==> src/rtl/crt_pix_serializer_if.sv <==
// Bus between the CRT shift-load generator / plane fetch and the pixel serializer.
// The master side drives fetch data and strobes; the serializer (slave) returns pixels.
interface crt_pix_serializer_if;
  logic        dclk_en;
  logic        pre_load;
  logic        final_sh_ld;
  logic [31:0] m_plane_data;
  logic        c_9dot;
  logic        line_gfx_en;
  logic        c_lg_char;
  logic [1:0]  shift_mode;
  logic        screen_off;
  logic [3:0]  pix_out;
  logic        pix_vld;

  modport master (
    output dclk_en, pre_load, final_sh_ld, m_plane_data, c_9dot,
           line_gfx_en, c_lg_char, shift_mode, screen_off,
    input  pix_out, pix_vld
  );

  modport slave (
    input  dclk_en, pre_load, final_sh_ld, m_plane_data, c_9dot,
           line_gfx_en, c_lg_char, shift_mode, screen_off,
    output pix_out, pix_vld
  );
endinterface

==> src/rtl/crt_pix_serializer.sv <==
// Captures four-plane fetches and serializes them into 4-bit pixel indices
// in planar, interleaved or packed order, with the optional 9th text dot.
module crt_pix_serializer (
  input logic                 t_crt_clk,
  input logic                 h_reset_n,
  crt_pix_serializer_if.slave bus
);

  logic [31:0] hold;
  logic        hold_lg;
  logic [7:0]  p0, p1, p2, p3;
  logic [1:0]  mode_l;
  logic        nine_l;
  logic        lg_l;
  logic [3:0]  dot_cnt;
  logic [3:0]  last_pix;
  logic [3:0]  pix_q;
  logic        vld_q;

  logic        load;
  logic        nine_eff;
  logic [31:0] src;
  logic [1:0]  src_mode;
  logic [15:0] lo, hi;
  logic [31:0] pk;
  logic [3:0]  step_pix;
  logic [31:0] step_next;

  assign load     = bus.final_sh_ld;
  assign nine_eff = nine_l & (mode_l == 2'b00);

  // A load emits dot 0 straight from hold, so the shift registers always hold
  // the remaining dots with the next one at the top.
  always_comb begin
    src       = load ? hold : {p3, p2, p1, p0};
    src_mode  = load ? bus.shift_mode : mode_l;
    lo        = {src[7:0], src[15:8]};
    hi        = {src[23:16], src[31:24]};
    pk        = {src[7:0], src[15:8], src[23:16], src[31:24]};
    step_pix  = 4'h0;
    step_next = 32'h0;
    case (src_mode)
      2'b00: begin
        step_pix  = {src[31], src[23], src[15], src[7]};
        step_next = {src[30:24], 1'b0, src[22:16], 1'b0,
                     src[14:8], 1'b0, src[6:0], 1'b0};
      end
      2'b01: begin
        step_pix  = {hi[15:14], lo[15:14]};
        step_next = {hi[5:0], 2'b00, hi[13:6], lo[5:0], 2'b00, lo[13:6]};
      end
      default: begin
        step_pix  = pk[31:28];
        step_next = {pk[3:0], 4'h0, pk[11:4], pk[19:12], pk[27:20]};
      end
    endcase
  end

  always_ff @(posedge t_crt_clk) begin
    if (!h_reset_n) begin
      hold     <= 32'h0;
      hold_lg  <= 1'b0;
      p0       <= 8'h0;
      p1       <= 8'h0;
      p2       <= 8'h0;
      p3       <= 8'h0;
      mode_l   <= 2'b00;
      nine_l   <= 1'b0;
      lg_l     <= 1'b0;
      dot_cnt  <= 4'd0;
      last_pix <= 4'h0;
      pix_q    <= 4'h0;
      vld_q    <= 1'b0;
    end else if (bus.dclk_en) begin
      if (bus.pre_load) begin
        hold    <= bus.m_plane_data;
        hold_lg <= bus.line_gfx_en & bus.c_lg_char;
      end
      {p3, p2, p1, p0} <= step_next;
      if (load) begin
        mode_l  <= bus.shift_mode;
        nine_l  <= bus.c_9dot;
        lg_l    <= hold_lg;
        dot_cnt <= 4'd1;
        pix_q   <= bus.screen_off ? 4'h0 : step_pix;
        vld_q   <= ~bus.screen_off;
      end else begin
        if (dot_cnt == 4'd7)
          last_pix <= step_pix;
        // dot_cnt 0 means nothing loaded since reset
        if (dot_cnt >= 4'd1 && dot_cnt <= 4'd7) begin
          pix_q <= bus.screen_off ? 4'h0 : step_pix;
          vld_q <= ~bus.screen_off;
        end else if (dot_cnt == 4'd8 && nine_eff) begin
          pix_q <= (bus.screen_off || !lg_l) ? 4'h0 : last_pix;
          vld_q <= ~bus.screen_off;
        end else begin
          pix_q <= 4'h0;
          vld_q <= 1'b0;
        end
        if (dot_cnt != 4'd0 && dot_cnt != 4'd9)
          dot_cnt <= dot_cnt + 4'd1;
      end
    end
  end

  assign bus.pix_out = pix_q;
  assign bus.pix_vld = vld_q;

endmodule

==> src/flat_wrapper.sv <==
// flat-port wrapper written by rule: the top's interface ports become plain ports
module crt_pix_serializer_flat 
  (t_crt_clk, h_reset_n, bus_dclk_en, bus_pre_load, bus_final_sh_ld, bus_m_plane_data, bus_c_9dot, bus_line_gfx_en, bus_c_lg_char, bus_shift_mode, bus_screen_off, bus_pix_out, bus_pix_vld);
  crt_pix_serializer_if bus_i ();
  input logic t_crt_clk;
  input logic h_reset_n;
  input wire logic [$bits(bus_i.dclk_en)-1:0] bus_dclk_en;
  input wire logic [$bits(bus_i.pre_load)-1:0] bus_pre_load;
  input wire logic [$bits(bus_i.final_sh_ld)-1:0] bus_final_sh_ld;
  input wire logic [$bits(bus_i.m_plane_data)-1:0] bus_m_plane_data;
  input wire logic [$bits(bus_i.c_9dot)-1:0] bus_c_9dot;
  input wire logic [$bits(bus_i.line_gfx_en)-1:0] bus_line_gfx_en;
  input wire logic [$bits(bus_i.c_lg_char)-1:0] bus_c_lg_char;
  input wire logic [$bits(bus_i.shift_mode)-1:0] bus_shift_mode;
  input wire logic [$bits(bus_i.screen_off)-1:0] bus_screen_off;
  output wire logic [$bits(bus_i.pix_out)-1:0] bus_pix_out;
  output wire logic [$bits(bus_i.pix_vld)-1:0] bus_pix_vld;
  assign bus_i.dclk_en = bus_dclk_en;
  assign bus_i.pre_load = bus_pre_load;
  assign bus_i.final_sh_ld = bus_final_sh_ld;
  assign bus_i.m_plane_data = bus_m_plane_data;
  assign bus_i.c_9dot = bus_c_9dot;
  assign bus_i.line_gfx_en = bus_line_gfx_en;
  assign bus_i.c_lg_char = bus_c_lg_char;
  assign bus_i.shift_mode = bus_shift_mode;
  assign bus_i.screen_off = bus_screen_off;
  assign bus_pix_out = bus_i.pix_out;
  assign bus_pix_vld = bus_i.pix_vld;
  crt_pix_serializer u_core (.t_crt_clk(t_crt_clk), .h_reset_n(h_reset_n), .bus(bus_i));
endmodule
==> config.mk <==
export PLATFORM = sky130hd
export DESIGN_NAME = crt_pix_serializer_flat
export DESIGN_NICKNAME = d
export VERILOG_FILES = /design/src/rtl/crt_pix_serializer_if.sv /design/src/rtl/crt_pix_serializer.sv /design/src/flat_wrapper.sv
export SDC_FILE = /design/constraint.sdc
export NUM_CORES = 1
export LEC_CHECK = 0
export CAP_MARGIN = 20
export CORE_ASPECT_RATIO = 0.6
export CORE_UTILIZATION = 35
export CTS_BUF_LIST = sky130_fd_sc_hd__clkbuf_8 sky130_fd_sc_hd__clkbuf_16
export CTS_CLUSTER_DIAMETER = 150
export DETAILED_ROUTE_END_ITERATION = 8
export SYNTH_ARGS = -nofsm -noshare
export SYNTH_HDL_FRONTEND = slang
export SYNTH_SLANG_ARGS = --single-unit
export TNS_END_PERCENT = 5
==> constraint.sdc <==
create_clock -name t_crt_clk -period 2.02 [get_ports t_crt_clk]
set_input_delay 0.303 -clock t_crt_clk [delete_from_list [all_inputs] [get_ports t_crt_clk]]
set_output_delay 0.303 -clock t_crt_clk [all_outputs]
set_load 0.01 [all_outputs]
# Word-level counts from Yosys, hierarchy flattened
# Cells that the tools add are included.
classes:
  addsub: 1
  mul: 0
  n_div: 0
  order_cmp: 2
  eq_ne: 4
  shifts: 0
  mux: 14
  n_bitwise: 4
  reduce_logical: 13
op_table:
  columns: ["op", "n"]
  rows:
  - ["$pmux W32 S2", 1]
  - ["$mux W32", 1]
  - ["$mux W4", 7]
  - ["$pmux W4 S2", 1]
  - ["$reduce_and A2 Y1", 3]
  - ["$add A4 B1 Y4 const B", 1]
  - ["$eq A4 B3 Y1 const B", 1]
  - ["$eq A4 B4 Y1 const B", 1]
  - ["$ge A4 B1 Y1 const B", 1]
  - ["$le A4 B3 Y1 const B", 1]
  - ["$logic_not A2 Y1", 2]
  - ["$ne A4 B4 Y1 const B", 1]
  - ["$reduce_bool A4 Y1", 1]
  - ["$logic_and A1 B1 Y1", 3]
  - ["$mux W1", 3]
  - ["$reduce_and A3 Y1", 1]
  - ["$and A1 B1 Y1", 2]
  - ["$eq A2 B1 Y1 const B", 1]
  - ["$mux W2", 1]
  - ["$not A1 Y1", 2]
  - ["$reduce_bool A2 Y1", 1]
  - ["$logic_not A1 Y1", 1]
  - ["$logic_or A1 B1 Y1", 1]
totals:
  regBits: 82
  latch_bits: 0
  mem_bits_rw: 0
  rom_bits: 0
  in_bits: 43
  out_inout_bits: 5
  wordCells: 51
  mem_count: 0

# Depth between registers and ports, before layout
# Gate-level depths: netlist of the first run.
logic_depth:
  ltp_word: 6
  mapped_depth: 7
  depth_no_buf: 6

# Worst setup path after synthesis of the first run
# Ideal clock, no wire load.
synth_path:
  path_kind: "reg-to-reg"
  startpoint: "reg u_core.dot_cnt[0]"
  endpoint: "reg u_core.vld_q, in the netlist u_core.bus.pix_vld"
  setup_time_ns: 0.074
  t_arrival_ns: 1.500
  setup_slack_ns: 0.446
  stages_incl_launch_ff: 6
  n_path_buf: 0
  synth_period_minus_slack_ns: 1.574
  path_cell_list: "dfxtp_1 inv_1 ha_1 or4b_4 or3_1 a31oi_1"
synth_between:
  elab_chain_len: 5
  word_cells_on_any_way: 8
  cone_classes: "2 x order compare; 1 x eq/ne; 3 x mux; 2 x reduce/logical"
synth_lines:
  columns: ["item", "line_no", "source"]
  rows:
  - ["from (decl)", "crt_pix_serializer.sv:15", "logic [3:0] dot_cnt;"]
  - ["from (signal assigned)", "crt_pix_serializer.sv:102", "dot_cnt <= dot_cnt + 4'd1;"]
  - ["branches (longest 3 deep; another with $ge A4 B1 Y1)", null, null]
  - ["$mux W1 *", "crt_pix_serializer.sv:91", "if (dot_cnt >= 4'd1 && dot_cnt <= 4'd7) begin"]
  - ["$mux W1 *", "crt_pix_serializer.sv:80", "if (load) begin"]
  - ["to (signal assigned)", "crt_pix_serializer.sv:86", "vld_q <= ~bus.screen_off;"]
  - ["to (signal assigned)", "crt_pix_serializer.sv:93", "vld_q <= ~bus.screen_off;"]
  - ["to (signal assigned)", "crt_pix_serializer.sv:96", "vld_q <= ~bus.screen_off;"]
  - ["to (decl)", "crt_pix_serializer.sv:18", "logic vld_q;"]
# Mark *: on every way between the ends.
# A chain may end at the register's enable or synchronous reset.

# Worst setup path in the final report of the first run
layout_path:
  startpoint: "reg u_core.dot_cnt[0]"
  endpoint: "reg u_core.pix_q[3], in the netlist u_core.bus.pix_out[3]"
layout_between:
  elab_chain_len: 5
  word_cells_on_any_way: 8
  cone_classes: "2 x order compare; 1 x eq/ne; 3 x mux; 2 x reduce/logical"
layout_lines:
  columns: ["item", "line_no", "source"]
  rows:
  - ["branches (longest 3 deep; another with $ge A4 B1 Y1)", null, null]
  - ["$mux W4 *", "crt_pix_serializer.sv:91", null]
  - ["$mux W4 *", "crt_pix_serializer.sv:80", null]
  - ["to (signal assigned)", "crt_pix_serializer.sv:85", "pix_q <= bus.screen_off ? 4'h0 : step_pix;"]
  - ["to (signal assigned)", "crt_pix_serializer.sv:92", "pix_q <= bus.screen_off ? 4'h0 : step_pix;"]
  - ["to (signal assigned)", "crt_pix_serializer.sv:95", "pix_q <= (bus.screen_off || !lg_l) ? 4'h0 : last_pix;"]
  - ["to (decl)", "crt_pix_serializer.sv:17", "logic [3:0] pix_q;"]
# Marked as above.

==> results of run 1 <==
[area by class of cell]
type                       instances  area, µm²
timing repair buffer              73      680.7
clock inverter                     6      58.81
inverter                           6      22.52
multi-input combinational        391       2192
tap                              139      173.9
sequential                        81       1622
fill                            1057       5897
clock buffer                      10      239.0
[flip-flops by register name, indices dropped and copies added, names as in the netlist]
name,cells
u_core.dot_cnt,4
u_core.last_pix,4
u_core.bus.pix_out,4
u_core.p2,8
u_core.hold,32
u_core.nine_l,1
u_core.p3,7
u_core.p0,8
u_core.lg_l,1
u_core.bus.pix_vld,1
u_core.mode_l,2
u_core.p1,8
u_core.hold_lg,1
[per-layer routing]
layer	vias to the layer above	routed length, µm	global-route usage
met2	107	4145	0.2605
met4	0	121	0.05894
met3	10	647	0.05643
li1	1911	-	-
met1	1714	5783	0.2868
met5	-	0	0
[metrics by stage]
stage / cells / worst slack, ps / utilization / hold WS [ps]
CTS: 706 / 170.4 / 0.4578 / 440.1
floorplan: 522 / 446.3 / - / 432.5
finish: 706 / 249.2 / 0.4583 / 455.7
global placement: 690 / 97.40 / 0.4305 / 448.7
global route: 706 / 48.32 / 0.4583 / 475.5
detailed placement: 690 / 89.76 / 0.4305 / 452.8
[repair_timing]
action	CTS	global route
buffers inserted	0	0
resized for setup	0	1
setup endpoints to repair	0	1
hold buffers	0	0
[worst reg2reg max path, delay by kind of cell, from the launching register on]
kind	cells	cell delay, ps
adders and majority gates	1	200
buffers and inverters	1	100
and+or+nand+nor	2	640
DFF	1	390
AOI/OAI and AO/OA	2	370
[cell families (layout without fill, tap and decap cells)]
kind of cell               Yosys count  count (layout)  share of synthesized area
and+or+nand+nor                    190             190                     0.2001
AOI/OAI and AO/OA                  157             157                     0.2246
DFF                                 81              81                     0.4032
buffers and inverters               50              95                    0.05507
muxes                               40              40                     0.1045
adders and majority gates            4               4                    0.01245
[synth_stat cells, drive strengths merged (2+ instances only)]
cell     instances  area share
a31oi           25       0.039
a22oi            2      0.0037
nor3b            3      0.0056
and3             5      0.0078
nor2            32       0.030
inv              6      0.0056
a221oi           4      0.0087
o211a            3      0.0075
mux2i           37       0.096
mux2             3      0.0084
a2bb2oi          2      0.0044
nand3b           2      0.0037
a21oi           49       0.061
ha               4       0.012
o221ai           2      0.0044
nand3            9       0.011
dfxtp           81        0.40
o31ai            2      0.0037
a211oi           2      0.0037
o22ai            2      0.0031
o21bai           2      0.0037
nor4b            3      0.0065
and2             2      0.0031
buf             14       0.021
clkbuf          30       0.028
nand2          127        0.12
o21ai           57       0.071
a2111oi          2      0.0044
[where the power goes]
| part | switching (mW) | total, mW | leakage, nW | internal, mW |
|---|---|---|---|---|
| clock | 0.653 | 1.63 | 0.146 | 0.981 |
| combinational | 0.331 | 0.602 | 1.22 | 0.271 |
| sequential | 0.0539 | 1.73 | 0.664 | 1.68 |
[final timing paths]
| kind | startpoint | depth (start not counted) | endpoint |
|---|---|---|---|
| worst max-delay path | u_core.dot_cnt[0] | 6 | u_core.bus.pix_out[3] |
| worst min-delay path | u_core.hold[16] | 2 | u_core.hold[16] |
| worst max register to register | u_core.dot_cnt[0] | 6 | u_core.bus.pix_out[3] |
| worst min register to register | u_core.hold[16] | 2 | u_core.hold[16] |
==> Flow_metrics.wiki, run 1 <==
{| class="wikitable"
! Metric !! Value
|-
| Number of synthesized register bits || 81
|-
| Fin nets || 609
|-
| CTS Root Buffer Type || clkbuf_16
|-
| Global-route wire length before repair || 18020 µm
|-
| Total inserted antenna cells || 0
|-
| CP Cell Sequence || inv_1 > ha_1 > nor3b_2 > nor4b_1 > a221oi_1 > o22ai_1
|-
| Commonest cells after routing, fill and taps aside || nand2_1, dfxtp_1, o21ai_0, a21oi_1, clkdlybuf4s50_1
|-
| Placement-stage cell area || 4686 µm²
|-
| DRC violations left || 0
|-
| Relative area change from synthesis to final layout || 24.05%
|-
| CTS max path bufs || 2
|-
| Leak || 2.026 nW
|-
| Final period demand of the worst path || around 1800 ps
|-
| Cell family with the largest share of critical-path delay || simple AND/OR/NAND/NOR gates
|-
| Final worst clock skew || 3.269 ps
|-
| Worst-skew pair later-pin latency || 350 ps
|-
| Horizontal die dimension || 140.4 µm
|-
| Final setup violation count || 0
|-
| Most common library cell in the layout ignoring fill and taps || nand2_1
|-
| Number of global-route vias before repair || 3499
|-
| Detailed Routing Iterations Pass 1 || 7
|-
| Critical Path Max Stage Delay || approximately 460 ps
|-
| Highest clock frequency the design can meet || 564.7 MHz
|-
| RSZ-0062 raised after global routing || no
|-
| Maximum vdd ir drop || about 0.4 mV
|-
| Status || finished, final reports clean
|-
| Final estimated routing congestion in global placement || 0.9038
|-
| CTS tree || done
|-
| Post-route setup TNS || 0 ps
|-
| Pins over their slew limit || 0
|-
| Yosys warning count || 0
|-
| Critical path start-end classification || register to register
|-
| Power after layout || between 3 and 4 mW
|-
| H-tree depth reported by CTS || 3
|-
| Worst-Margin Slew || approximately 510 ps
|-
| Proportion of layout cells with a drive suffix above 1 || 0.08642
|-
| Cells after Synth || 522
|-
| Critical Path Sink Type || register
|-
| DIE AREA || 11940 µm²
|-
| Syn Nets || 569
|-
| Vias || 3742
|-
| Critical Path Start Type || register
|-
| Number of design-rule violations left by the first detailed-router iteration || ~370
|-
| Class of the tightest hold or removal check || register to register
|-
| Share of the clock period used by the worst path || 0.8766
|-
| Antenna-violating nets left || 0
|-
| Number of maximum-capacitance violations || 0
|-
| Vert. Die Dim || 85.03 µm
|-
| Total clock sinks || 81
|-
| Final Instance Area || 4989 µm²
|-
| Clock slew at reported path FFs || 60 ps
|-
| Post-synth EDFFs || 0
|-
| Final WL || 10700 µm
|-
| Crit Path Max Fanout || 5
|-
| Post-DR wirelength/cell || approximately 15 µm
|-
| Most used DFF post-synth || dfxtp_1
|-
| Seq/Total Area, Yosys || 0.4032
|-
| Async set-or-reset flop fraction in the synthesized netlist || 0
|-
| Ports || 48
|-
| Half-perimeter wire length after placement || 7574 µm
|-
| Syn Std Cell Area || 4021 µm²
|-
| Post-synthesis cell type count || 45
|-
| Pin count of the biggest net entering global routing || 40
|-
| Via density per instance || about 5.3
|-
| Worst endpoint data arrival time || 2040 ps
|-
| Clock buffers created by TritonCTS || 9
|-
| Power Dens Cells || 795.4 nW/µm²
|-
| Initial antenna violation count || 0
|-
| Worst reg-to-reg setup slack || around 250 ps
|-
| Required time at the endpoint of the critical path || 2290 ps
|-
| Area of the core region || approximately 11000 µm²
|-
| Tightest slew margin relative to the limit || 0.6557
|-
| CP bufs+invs || 1
|-
| Number of standard-cell rows in the floorplan || 29
|-
| Number of buffers inserted by port buffering || 47
|-
| Starting Density || 0.3694
|-
| Overall Global Routing Usage || 0.1923
|-
| Avg Cell Area, Syn || 7.704 µm²
|-
| Cell type of the slowest stage on the worst timing path || nor4b_1
|-
| Aggregate global routing overflow || 0
|-
| Hold violation total from the final report || 0
|}
No activity file was read; power rests on OpenSTA's default activity.
==> inputs of run 2 (changes only) <==
--- a/config.mk
+++ b/config.mk
@@ -7,10 +7,12 @@
 export LEC_CHECK = 0
 export CAP_MARGIN = 20
 export CORE_ASPECT_RATIO = 0.6
+export CORE_MARGIN = 2
 export CORE_UTILIZATION = 35
 export CTS_BUF_LIST = sky130_fd_sc_hd__clkbuf_8 sky130_fd_sc_hd__clkbuf_16
 export CTS_CLUSTER_DIAMETER = 150
 export DETAILED_ROUTE_END_ITERATION = 8
+export SETUP_SLACK_MARGIN = 0.3
 export SYNTH_ARGS = -nofsm -noshare
 export SYNTH_HDL_FRONTEND = slang
 export SYNTH_SLANG_ARGS = --single-unit
==> Flow_metrics.wiki, run 2 (synthesis results as in run 1) <==
{| class="wikitable"
! Metric !! Value
|-
| Detailed Routing Iterations Pass 1 || 5 (-2)
|-
| Class of the tightest hold or removal check || primary input to register
|-
| Pins over their slew limit || 0 (unchanged)
|-
| Fin nets || 607 (-0.33%)
|-
| Proportion of layout cells with a drive suffix above 1 || 0.09912 (+0.01270)
|-
| Most common library cell in the layout ignoring fill and taps || nand2_1
|-
| Starting Density || 0.3571 (-0.01231)
|-
| H-tree depth reported by CTS || 3 (unchanged)
|-
| Required time at the endpoint of the critical path || 2290 ps (about the same)
|-
| Share of the clock period used by the worst path || 0.8339 (-0.04270)
|-
| Total inserted antenna cells || 0 (unchanged)
|-
| Half-perimeter wire length after placement || 7546 µm (-0.36%)
|-
| Highest clock frequency the design can meet || 593.6 MHz (+5.1%)
|-
| RSZ-0062 raised after global routing || yes
|-
| CTS tree || done
|-
| Register ranked first by flip-flop count || u_core.hold
|-
| Vert. Die Dim || 87.03 µm (+2.4%)
|-
| Worst endpoint data arrival time || 1950 ps (-90 ps)
|-
| DRC violations left || 0 (unchanged)
|-
| Antenna-violating nets left || 0 (unchanged)
|-
| Critical Path Max Stage Delay || 500 ps (+40 ps)
|-
| Number of buffers inserted by port buffering || 47 (unchanged)
|-
| Critical path start-end classification || register to register
|-
| Pin count of the biggest net entering global routing || 66 (+65%)
|-
| Final WS setup || 335.4 ps (+86.26 ps)
|-
| Worst setup slack after placement || 68.06 ps (-21.70 ps)
|-
| Number of maximum-capacitance violations || 0 (unchanged)
|-
| Final core utilization || 0.4477 (-0.01061)
|-
| Post-route setup TNS || 0 ps (unchanged)
|-
| CTS Root Buffer Type || clkbuf_16
|-
| Total clock sinks || 81 (unchanged)
|-
| Crit Path Max Fanout || 5 (unchanged)
|-
| Logic depth of the worst register-to-register path || 5 (-1)
|-
| Vias || 3800 (+1.5%)
|-
| Aggregate global routing overflow || 0 (unchanged)
|-
| Final setup violation count || 0 (unchanged)
|-
| Hold violation total from the final report || 0 (unchanged)
|-
| Start point of the critical path || u_core.dot_cnt[0]
|-
| DIE AREA || 12390 µm² (+3.8%)
|-
| RR Startpoint || u_core.dot_cnt[0]
|-
| Power after layout || 4.033 mW (+1.7%)
|-
| Endpoint of the worst register-to-register path || u_core.bus.pix_vld
|-
| Final WL || 11050 µm (+3.3%)
|-
| Final Instance Area || 5041 µm² (+1.1%)
|-
| Commonest cells after routing, fill and taps aside || nand2_1, dfxtp_1, o21ai_0, a21oi_1, clkdlybuf4s50_1
|-
| Final period demand of the worst path || 1685 ps (-86.25 ps)
|-
| Area of the core region || 11260 µm² (+3.4%)
|-
| Critical Path Sink Type || register
|-
| Worst-skew pair later-pin latency || 340 ps (about the same)
|-
| Global-route wire length before repair || 18120 µm (+0.54%)
|-
| Clock slew at reported path FFs || 60 ps (about the same)
|-
| Status || finished, final reports clean
|-
| Final estimated routing congestion in global placement || 0.9344 (+3.4%)
|-
| CTS max path bufs || 2 (unchanged)
|-
| Worst reg-to-reg setup slack || 340 ps (+90 ps)
|-
| Power Dens Cells || 800.1 nW/µm² (+0.59%)
|-
| Final worst clock skew || 6.105 ps (+2.836 ps)
|-
| Layout filler cell count || 1099 (+4.0%)
|-
| Number of global-route vias before repair || 3561 (+1.8%)
|-
| Ports || 48 (unchanged)
|-
| Relative area change from synthesis to final layout || 25.36%
|-
| Number of standard-cell rows in the floorplan || 30 (+3.4%)
|-
| Endpoint of the most critical setup path || u_core.bus.pix_vld
|-
| Maximum vdd ir drop || 0.4219 mV (+3.2%)
|-
| Post-DR wirelength/cell || 15.59 µm (+2.9%)
|-
| Via density per instance || 5.360 (+1.1%)
|-
| Worst-Margin Slew || 455.8 ps (-53.44 ps)
|-
| Critical Path Start Type || register
|-
| Buffer count from post-CTS setup fixing || 0 (unchanged)
|-
| Tightest slew margin relative to the limit || 0.6918 (+0.03613)
|-
| Overall Global Routing Usage || 0.1864 (-0.005901)
|-
| Clock buffers created by TritonCTS || 9 (unchanged)
|-
| Placement-stage cell area || 4690 µm² (about the same)
|-
| Initial antenna violation count || 0 (unchanged)
|-
| Number of design-rule violations left by the first detailed-router iteration || 382 (+2.4%)
|-
| Max reg flops || 32 (unchanged)
|-
| Cell type of the slowest stage on the worst timing path || or4b_4
|-
| CP Cell Sequence || inv_2 > ha_4 > or4b_4 > or3_1 > a31oi_1
|-
| Leak || 2.032 nW (+0.26%)
|-
| Horizontal die dimension || 142.4 µm (+1.4%)
|}
[run 2: cell types whose count changed in the layout (fill, tap and decap cells not counted), moves of 2 or more]
cell      change
dfxtp_1       -2
buf_4         -3
a211oi_1      -2
inv_1         -2
inv_2         +2
[run 2: cell type report]
| class | instances | area [µm²] | area share |
|---|---|---|---|
| Multi-Input combinational cell | 391 | 2226 | 0.4415 |
| Sequential cell | 81 | 1627 | 0.3227 |
| Timing Repair Buffer | 71 | 678.2 | 0.1345 |
| Clock buffer | 11 | 252.7 | 0.05014 |
| Tap cell | 144 | 180.2 | 0.03574 |
| Clock inverter | 5 | 55.05 | 0.01092 |
| Inverter | 6 | 22.52 | 0.004468 |
[run 2: worst max-delay path, delay by kind of cell, from the launching register on]
| kind | cells | cell delay, ps |
|---|---|---|
| flops | 1 | 370 |
| simple gates | 2 | 860 |
| fa+ha+maj | 1 | 140 |
| compound gates | 1 | 160 |
| buf+inv | 1 | 90 |
[run 2: metal layers]
metal	routed length (µm)	vias to the layer above	track usage	part of all wire
met3	715	11	0.04673	0.065
met5	0	-	0	0
met2	4329	124	0.2692	0.39
met1	5919	1763	0.2776	0.54
li1	-	1902	-	-
met4	86	0	0.04320	0.0078
[run 2: how the worst min path moves through the flow]
stage / slack, ps / to / cells after the start / start
floorplan: 430 / u_core.hold_lg / 2 / u_core.hold_lg
global placement: 450 / u_core.hold[29] / 2 / u_core.hold[29]
detailed placement: 450 / u_core.hold[17] / 2 / u_core.hold[17]
CTS: 310 / u_core.lg_l / 3 / bus_dclk_en
global route: 320 / u_core.mode_l[0] / 3 / bus_dclk_en
finish: 320 / u_core.lg_l / 3 / bus_dclk_en
[run 2: repair_timing]
| action | in CTS | in global routing |
|---|---|---|
| endpoints found under the setup margin | 3 | 8 |
| hold endpoints to repair | 0 | 0 |
| hold buffers | 0 | 0 |
| pin swaps | 0 | 1 |
| resized for setup | 1 | 13 |
[run 2: per-stage QoR]
step | cells | hold slack (ps)
after global routing | 709 | 322.6
after detailed placement | 693 | 452.3
after global placement | 693 | 447.4
after CTS | 709 | 308.0
final | 709 | 322.5
after floorplan | 522 | 432.5
[run 2: power breakdown]
group / switching, mW / total (mW) / internal, mW
Clock: 0.661 / 1.68 / 1.02
Combinational: 0.339 / 0.616 / 0.276
Sequential: 0.0578 / 1.74 / 1.68
Total: 1.06 / 4.03 / 2.97
